File: src/rtl/cordic_pkg.sv
// Shared constants and FSM encoding for the CORDIC channel scheduler.
package cordic_pkg;

  localparam int NCH_DEF     = 4;
  localparam int CH_W_DEF    = 2;
  localparam int WIDTH_DEF   = 12;
  localparam int TIMEOUT_DEF = 64;
  localparam int TO_W_DEF    = 7;

  // Start x with the CORDIC gain pre-compensated (2000 * 0.6073).
  localparam int X_INIT_DEF  = 1215;

  typedef enum logic {
    IDLE = 1'b0,
    WAIT = 1'b1
  } state_e;

endpackage

File: src/rtl/rr_arbiter.sv
// Round-robin arbiter: the channel after last_i has top priority.
// Combinational; the scheduler registers its outputs.
module rr_arbiter #(
  parameter int NCH  = 4,
  parameter int CH_W = 2
) (
  input  logic [NCH-1:0]  req_i,
  input  logic [CH_W-1:0] last_i,
  output logic [NCH-1:0]  gnt_oh_o,
  output logic [CH_W-1:0] gnt_idx_o,
  output logic            gnt_valid_o
);

  logic [CH_W-1:0] start_s;
  logic [NCH-1:0]  rot_s;
  logic [CH_W-1:0] pos_s;

  // Search begins one past the last winner; CH_W overflow gives the wrap.
  assign start_s = last_i + CH_W'(1);

  // Rotate requests so that bit 0 is the highest-priority channel.
  always_comb begin
    rot_s = '0;
    for (int i = 0; i < NCH; i++) begin
      rot_s[i] = req_i[CH_W'(i) + start_s];
    end
  end

  // Priority-encode the lowest set bit of the rotated vector.
  always_comb begin
    pos_s = '0;
    for (int i = NCH - 1; i >= 0; i--) begin
      pos_s = rot_s[i] ? CH_W'(i) : pos_s;
    end
  end

  // Rotate the winning position back to a channel index and one-hot grant.
  always_comb begin
    gnt_idx_o          = pos_s + start_s;
    gnt_valid_o        = |req_i;
    gnt_oh_o           = '0;
    gnt_oh_o[gnt_idx_o] = gnt_valid_o;
  end

endmodule

File: src/rtl/cordic_sched.sv
// Shares one iterative CORDIC core between NCH angle channels: round-robin
// grant, start pulse to the core, watchdog on done, tagged result return.
module cordic_sched
  import cordic_pkg::*;
#(
  parameter int NCH     = NCH_DEF,
  parameter int CH_W    = CH_W_DEF,
  parameter int WIDTH   = WIDTH_DEF,
  parameter int X_INIT  = X_INIT_DEF,
  parameter int TIMEOUT = TIMEOUT_DEF,
  parameter int TO_W    = TO_W_DEF
) (
  input  logic                 clock,
  input  logic                 reset,
  input  logic [NCH-1:0]       ch_req,
  input  logic [NCH*WIDTH-1:0] ch_angle,
  output logic [NCH-1:0]       ch_ack,
  output logic                 cor_start,
  output logic [WIDTH-1:0]     cor_x,
  output logic [WIDTH-1:0]     cor_y,
  output logic [WIDTH-1:0]     cor_angle,
  input  logic                 cor_done,
  input  logic [WIDTH-1:0]     cor_xout,
  input  logic [WIDTH-1:0]     cor_yout,
  output logic                 res_valid,
  output logic [CH_W-1:0]      res_ch,
  output logic [WIDTH-1:0]     res_cos,
  output logic [WIDTH-1:0]     res_sin,
  output logic                 timeout_err,
  output logic [CH_W-1:0]      err_ch,
  input  logic                 clr_err
);

  state_e          state_q, state_d;
  logic [TO_W-1:0] cnt_q, cnt_d;
  logic [CH_W-1:0] last_q, last_d;
  logic [CH_W-1:0] cur_q, cur_d;
  logic [NCH-1:0]  ack_q, ack_d;
  logic            start_q, start_d;
  logic [WIDTH-1:0] x_q, x_d, y_q, y_d, angle_q, angle_d;
  logic            cap_q, cap_d;
  logic            rv_q;
  logic [CH_W-1:0] res_ch_q, res_ch_d;
  logic [WIDTH-1:0] cos_q, cos_d, sin_q, sin_d;
  logic            terr_q, terr_d;
  logic [CH_W-1:0] err_ch_q, err_ch_d;
  logic            to_set_s;

  logic [NCH-1:0]   gnt_oh_s;
  logic [CH_W-1:0]  gnt_idx_s;
  logic             gnt_valid_s;
  logic [WIDTH-1:0] ang_s [NCH];

  for (genvar i = 0; i < NCH; i++) begin : g_ang
    assign ang_s[i] = ch_angle[i*WIDTH +: WIDTH];
  end

  rr_arbiter #(.NCH(NCH), .CH_W(CH_W)) u_arb (
    .req_i       (ch_req),
    .last_i      (last_q),
    .gnt_oh_o    (gnt_oh_s),
    .gnt_idx_o   (gnt_idx_s),
    .gnt_valid_o (gnt_valid_s)
  );

  // Next-state, grant, watchdog and result-capture logic.
  always_comb begin
    state_d  = state_q;
    cnt_d    = cnt_q;
    last_d   = last_q;
    cur_d    = cur_q;
    ack_d    = '0;
    start_d  = 1'b0;
    x_d      = x_q;
    y_d      = y_q;
    angle_d  = angle_q;
    cap_d    = 1'b0;
    res_ch_d = res_ch_q;
    cos_d    = cos_q;
    sin_d    = sin_q;
    err_ch_d = err_ch_q;
    to_set_s = 1'b0;
    case (state_q)
      IDLE: begin
        if (gnt_valid_s) begin
          ack_d   = gnt_oh_s;
          start_d = 1'b1;
          angle_d = ang_s[gnt_idx_s];
          x_d     = WIDTH'(X_INIT);
          y_d     = '0;
          cur_d   = gnt_idx_s;
          last_d  = gnt_idx_s;
          cnt_d   = '0;
          state_d = WAIT;
        end else begin
          state_d = IDLE;
        end
      end
      WAIT: begin
        cnt_d = cnt_q + TO_W'(1);
        // Done takes precedence over an expiring watchdog on the same edge.
        if (cor_done) begin
          cos_d    = cor_xout;
          sin_d    = cor_yout;
          res_ch_d = cur_q;
          cap_d    = 1'b1;
          state_d  = IDLE;
        end else if (cnt_q == TO_W'(TIMEOUT - 1)) begin
          to_set_s = 1'b1;
          err_ch_d = cur_q;
          state_d  = IDLE;
        end else begin
          state_d = WAIT;
        end
      end
      default: begin
        state_d = IDLE;
      end
    endcase
    // A new error outranks a simultaneous clear.
    if (to_set_s) begin
      terr_d = 1'b1;
    end else if (clr_err) begin
      terr_d = 1'b0;
    end else begin
      terr_d = terr_q;
    end
  end

  // State and output registers; res_valid trails the capture by one cycle so
  // it lines up with the ack of a back-to-back grant.
  always_ff @(posedge clock or posedge reset) begin
    if (reset) begin
      state_q  <= IDLE;
      cnt_q    <= '0;
      last_q   <= CH_W'(NCH - 1);
      cur_q    <= '0;
      ack_q    <= '0;
      start_q  <= 1'b0;
      x_q      <= '0;
      y_q      <= '0;
      angle_q  <= '0;
      cap_q    <= 1'b0;
      rv_q     <= 1'b0;
      res_ch_q <= '0;
      cos_q    <= '0;
      sin_q    <= '0;
      terr_q   <= 1'b0;
      err_ch_q <= '0;
    end else begin
      state_q  <= state_d;
      cnt_q    <= cnt_d;
      last_q   <= last_d;
      cur_q    <= cur_d;
      ack_q    <= ack_d;
      start_q  <= start_d;
      x_q      <= x_d;
      y_q      <= y_d;
      angle_q  <= angle_d;
      cap_q    <= cap_d;
      rv_q     <= cap_q;
      res_ch_q <= res_ch_d;
      cos_q    <= cos_d;
      sin_q    <= sin_d;
      terr_q   <= terr_d;
      err_ch_q <= err_ch_d;
    end
  end

  assign ch_ack      = ack_q;
  assign cor_start   = start_q;
  assign cor_x       = x_q;
  assign cor_y       = y_q;
  assign cor_angle   = angle_q;
  assign res_valid   = rv_q;
  assign res_ch      = res_ch_q;
  assign res_cos     = cos_q;
  assign res_sin     = sin_q;
  assign timeout_err = terr_q;
  assign err_ch      = err_ch_q;

endmodule

File: config.mk
export PLATFORM = sky130hd
export DESIGN_NAME = cordic_sched
export DESIGN_NICKNAME = d
export VERILOG_FILES = /design/src/rtl/cordic_pkg.sv /design/src/rtl/rr_arbiter.sv /design/src/rtl/cordic_sched.sv
export SDC_FILE = /design/constraint.sdc
export NUM_CORES = 1
export LEC_CHECK = 0
export CAP_MARGIN = 20
export CORE_UTILIZATION = 40
export DETAILED_ROUTE_END_ITERATION = 7
export MAX_ROUTING_LAYER = met4
export PLACE_DENSITY = 0.83
export SLEW_MARGIN = 25
export SYNTH_ARGS = -nofsm -noshare
export SYNTH_HDL_FRONTEND = slang
export SYNTH_SLANG_ARGS = --single-unit
File: constraint.sdc
create_clock -name clock -period 6.91 [get_ports clock]
set_input_delay 1.0365 -clock clock [delete_from_list [all_inputs] [get_ports clock]]
set_output_delay 1.0365 -clock clock [all_outputs]
set_load 0.05 [all_outputs]
==> key figures <==
Outcome
  – Outcome: complete, no violations

STA
  – Fmax: 286.1 MHz
  – Max Slew Vio Count: 0
  – RSZ-0062 raised after global routing: false
  – WHS: 0.3646 ns
  – Tmin final: 3.495 ns
  – Setup tns final: 0 ns
  – Final hold violations: 0
  – Final Worst Setup Slack: 3.415 ns
  – Rel. slew slack: 49.75%
  – Worst-margin pin slew: 0.7537 ns
  – Final setup fails: 0
  – Clock skew: 0.01077 ns
  – Crit share post-route: 50.58%

Synth
  – Synthesized area per cell: 10.56 um2
  – Mapped Area: 3495 um2
  – Post-synthesis sequential area ratio: 43.75%
  – Yosys top cell area share: 42.25%
  – Netlist cell types: 41
  – Top post-synthesis cells by area: dfrtp_1, mux2i_1, mux2_1, nor3_1, buf_4
  – Yosys top cell by area: dfrtp_1
  – Yosys warnings: 0
  – Syn Inst Count: 331
  – Post-synthesis sequential element count: 61

GRT
  – Gr ovfl total: 0
  – GRT met2 Usage: 29.23%
  – Met1 Usage GRT: 21.96%
  – Largest net degree at the start of global routing: 75
  – Initial antenna violation count: 0
  – All-Layer GR Usage: 18.16%
  – First-pass GRT wire length: 12280 um
  – Vias in the first global route: 2641
  – M3 GR Usage: 3.429%
  – Gr busiest metal: met2

Power and ir drop
  – IR drop worst, VDD: 268.1 uV
  – Pleak: 2.226 nW
  – PwrDens: 532.8 nW/um2
  – Power Total: 2.645 mW

Final layout
  – Diode count: 0
  – Nets@finish: 530
  – Share of cells above drive strength 1: 8.830%
  – Area Overhead vs Synth: 42.07%

Drt
  – WL per Instance: 14.23 um
  – Drt via density: 5.000
  – DRT antenna net count: 0
  – 1st-pass router iterations: 4
  – DR vias: 2790
  – Iter 0 DRT Violations: 99
  – Drt total wl: 7943 um
  – DRC: 0

Die
  – Die width: 95.47 um
  – Starting Density: 41.90%
  – Die area: 9115 um2
  – Core area: 8341 um2
  – Cell Rows: 33
  – Die Y: 95.47 um
  – Top-Level Pins: 151

CTS
  – CTS max path bufs: 2
  – Clk root buf: clkbuf_8
  – H-tree lvl count: 3
  – Worst-path clk slew: 0.07 ns
  – Hold Buf Count CTS: 0
  – Post_cts resized: 0
  – Number of setup buffers added after CTS: 0
  – Worst-Skew Late Latency: 0.33 ns
  – CTS tree: yes
  – TritonCTS buffer count: 9
  – CTS sink count: 61

Hold path
  – Hold path startpoint: cap_q$_DFF_PP0_
  – HP Class: register to register
  – Worst Hold Depth: 0
  – Worst Hold Path EP: res_valid$_DFF_PP0_

Worst setup path
  – Startpoint types: input pin
  – Internal reg-to-reg setup slack: 4.06 ns
  – Worst EP arrival: 3.71 ns
  – Critical path type: input pin to register
  – CP most frequent cell: mux2i_1
  – Cell Chain, Critical Path: clkdlybuf4s50_1 > nor2_1 > a221oi_1 > o21ai_1 > ha_1 > buf_4 > mux2i_1 > nor3_1 > mux2i_1 > nand3_1
  – CP max-delay cell: clkdlybuf4s50_1
  – FF-to-FF Start: last_q[0]$_DFFE_PP1P_
  – CP delay by family, top: buffers and inverters
  – R2R cell count: 9
  – Critical path fanouts, max: 20
  – CP peak stage delay: 0.63 ns
  – CP Capture Type: register
  – Reg2reg end: cor_angle[5]$_DFFE_PP0P_
  – Buf+Inv Stages, Crit Path: 2
  – WP data required: 7.13 ns

Place
  – Port Buffer Count: 134
  – Pre-CTS WS: 2.952 ns
  – DP HPWL: 5833 um
  – GPL Wtd Cong: 0.8123

Flow run
  – Maxcap violations: 0
## worst max-delay path by stage
stage                               end  slack, ns       from  cells after the start
3_5_place_dp   cor_angle[2]$_DFFE_PP0P_       2.95  ch_req[1]                     10
6_report       cor_angle[5]$_DFFE_PP0P_       3.41  ch_req[1]                     10
4_1_cts        cor_angle[5]$_DFFE_PP0P_       3.32  ch_req[0]                     10
3_3_place_gp        ch_ack[0]$_DFF_PP0_       2.91  ch_req[0]                      9
5_1_grt        cor_angle[6]$_DFFE_PP0P_       3.15  ch_req[1]                     10
2_1_floorplan  cor_angle[0]$_DFFE_PP0P_       3.94  ch_req[1]                     11
## metal layers
layer	part of all wire (%)	vias up
met5	0	-
met4	0.52	0
met3	7.7	6
met2	47	132
met1	45	1286
li1	-	1366
## cells in the final DEF, fill, tap and decap left out, types with 2 or more instances in the layout
master	n
xnor2_4	3
o32ai_2	2
or2_2	2
mux2_2	3
conb_1	16
o21ai_1	8
nand3_1	18
nand4_1	3
clkbuf_1	2
dfstp_2	2
ha_1	2
buf_4	3
nand2b_1	2
inv_2	2
clkinvlp_4	2
mux2_1	25
nor2_1	13
mux2i_1	49
dfrtp_1	59
nand2_1	18
nor3_1	49
clkdlybuf4s50_1	134
inv_1	4
clkbuf_8	11
## report_power, final
| part | switching [mW] | internal (mW) | total, mW |
|---|---|---|---|
| clock network | 0.129 | 0.149 | 0.278 |
| logic | 1.10 | 0.653 | 1.75 |
| registers | 0.101 | 0.512 | 0.614 |
| total | 1.33 | 1.31 | 2.65 |
## kinds of logic (layout without fill, tap and decap cells)
logic type      after synthesis  after routing  synth area share [%]
mux                          77             77                 23.06
flops                        61             61                 43.75
xor+xnor                      6              6                 2.686
fa+ha+maj                     2              2                0.7160
other cells                   1             16                0.1073
simple gates                113            113                 16.11
compound gates               17             17                 4.117
buf+inv                      54            161                 9.452
## synth_stat cells
cell type  instances
nor2_1            13
clkbuf_1           9
nor3_1            49
dfstp_2            2
nand2_1           19
inv_2              1
nor3_2             1
a32oi_4            1
buf_6              3
buf_4             24
nor4_1             1
mux2i_1           49
inv_4              1
nand4_1            3
nor2b_1            1
ha_1               2
mux2_2             3
buf_2             10
nand2b_1           2
or2_2              2
a221oi_1           1
o311a_1            1
inv_1              5
nor3b_1            1
xnor2_1            1
dfrtp_1           59
a21o_1             2
xnor2_2            3
conb_1             1
xnor2_4            1
or2_1              1
o32ai_2            2
nand3_1           18
a21oi_1            1
nor4b_2            1
o21ai_1            8
mux2_1            25
buf_1              1
o21ai_0            1
xor2_1             1
nor3b_2            1
## registers in the layout, summed over array words and instances (netlist names), 4 cells and up
signal	flops
cor_angle	12
res_cos	12
res_sin	12
cnt_q	7
ch_ack	4
## through the flow
step | util [%] | instance area (um2) | std cells
global route | 59.53 | 4965 | 558
CTS | 59.36 | 4951 | 558
floorplan | - | 3551 | 346
global placement | 56.90 | 4746 | 541
finish | 59.53 | 4965 | 558
detailed placement | 57.22 | 4772 | 542
## layout make-up
class | count | area [um2]
Inverter | 7 | 28.78
Sequential cell | 61 | 1529
Clock inverter | 3 | 20.02
Multi-Input combinational cell | 231 | 1718
Timing Repair Buffer | 138 | 1379
Fill cell | 664 | 3376
Tap cell | 105 | 131.4
Clock buffer | 13 | 158.9
Note: power is estimated with default switching activity, not from simulation.
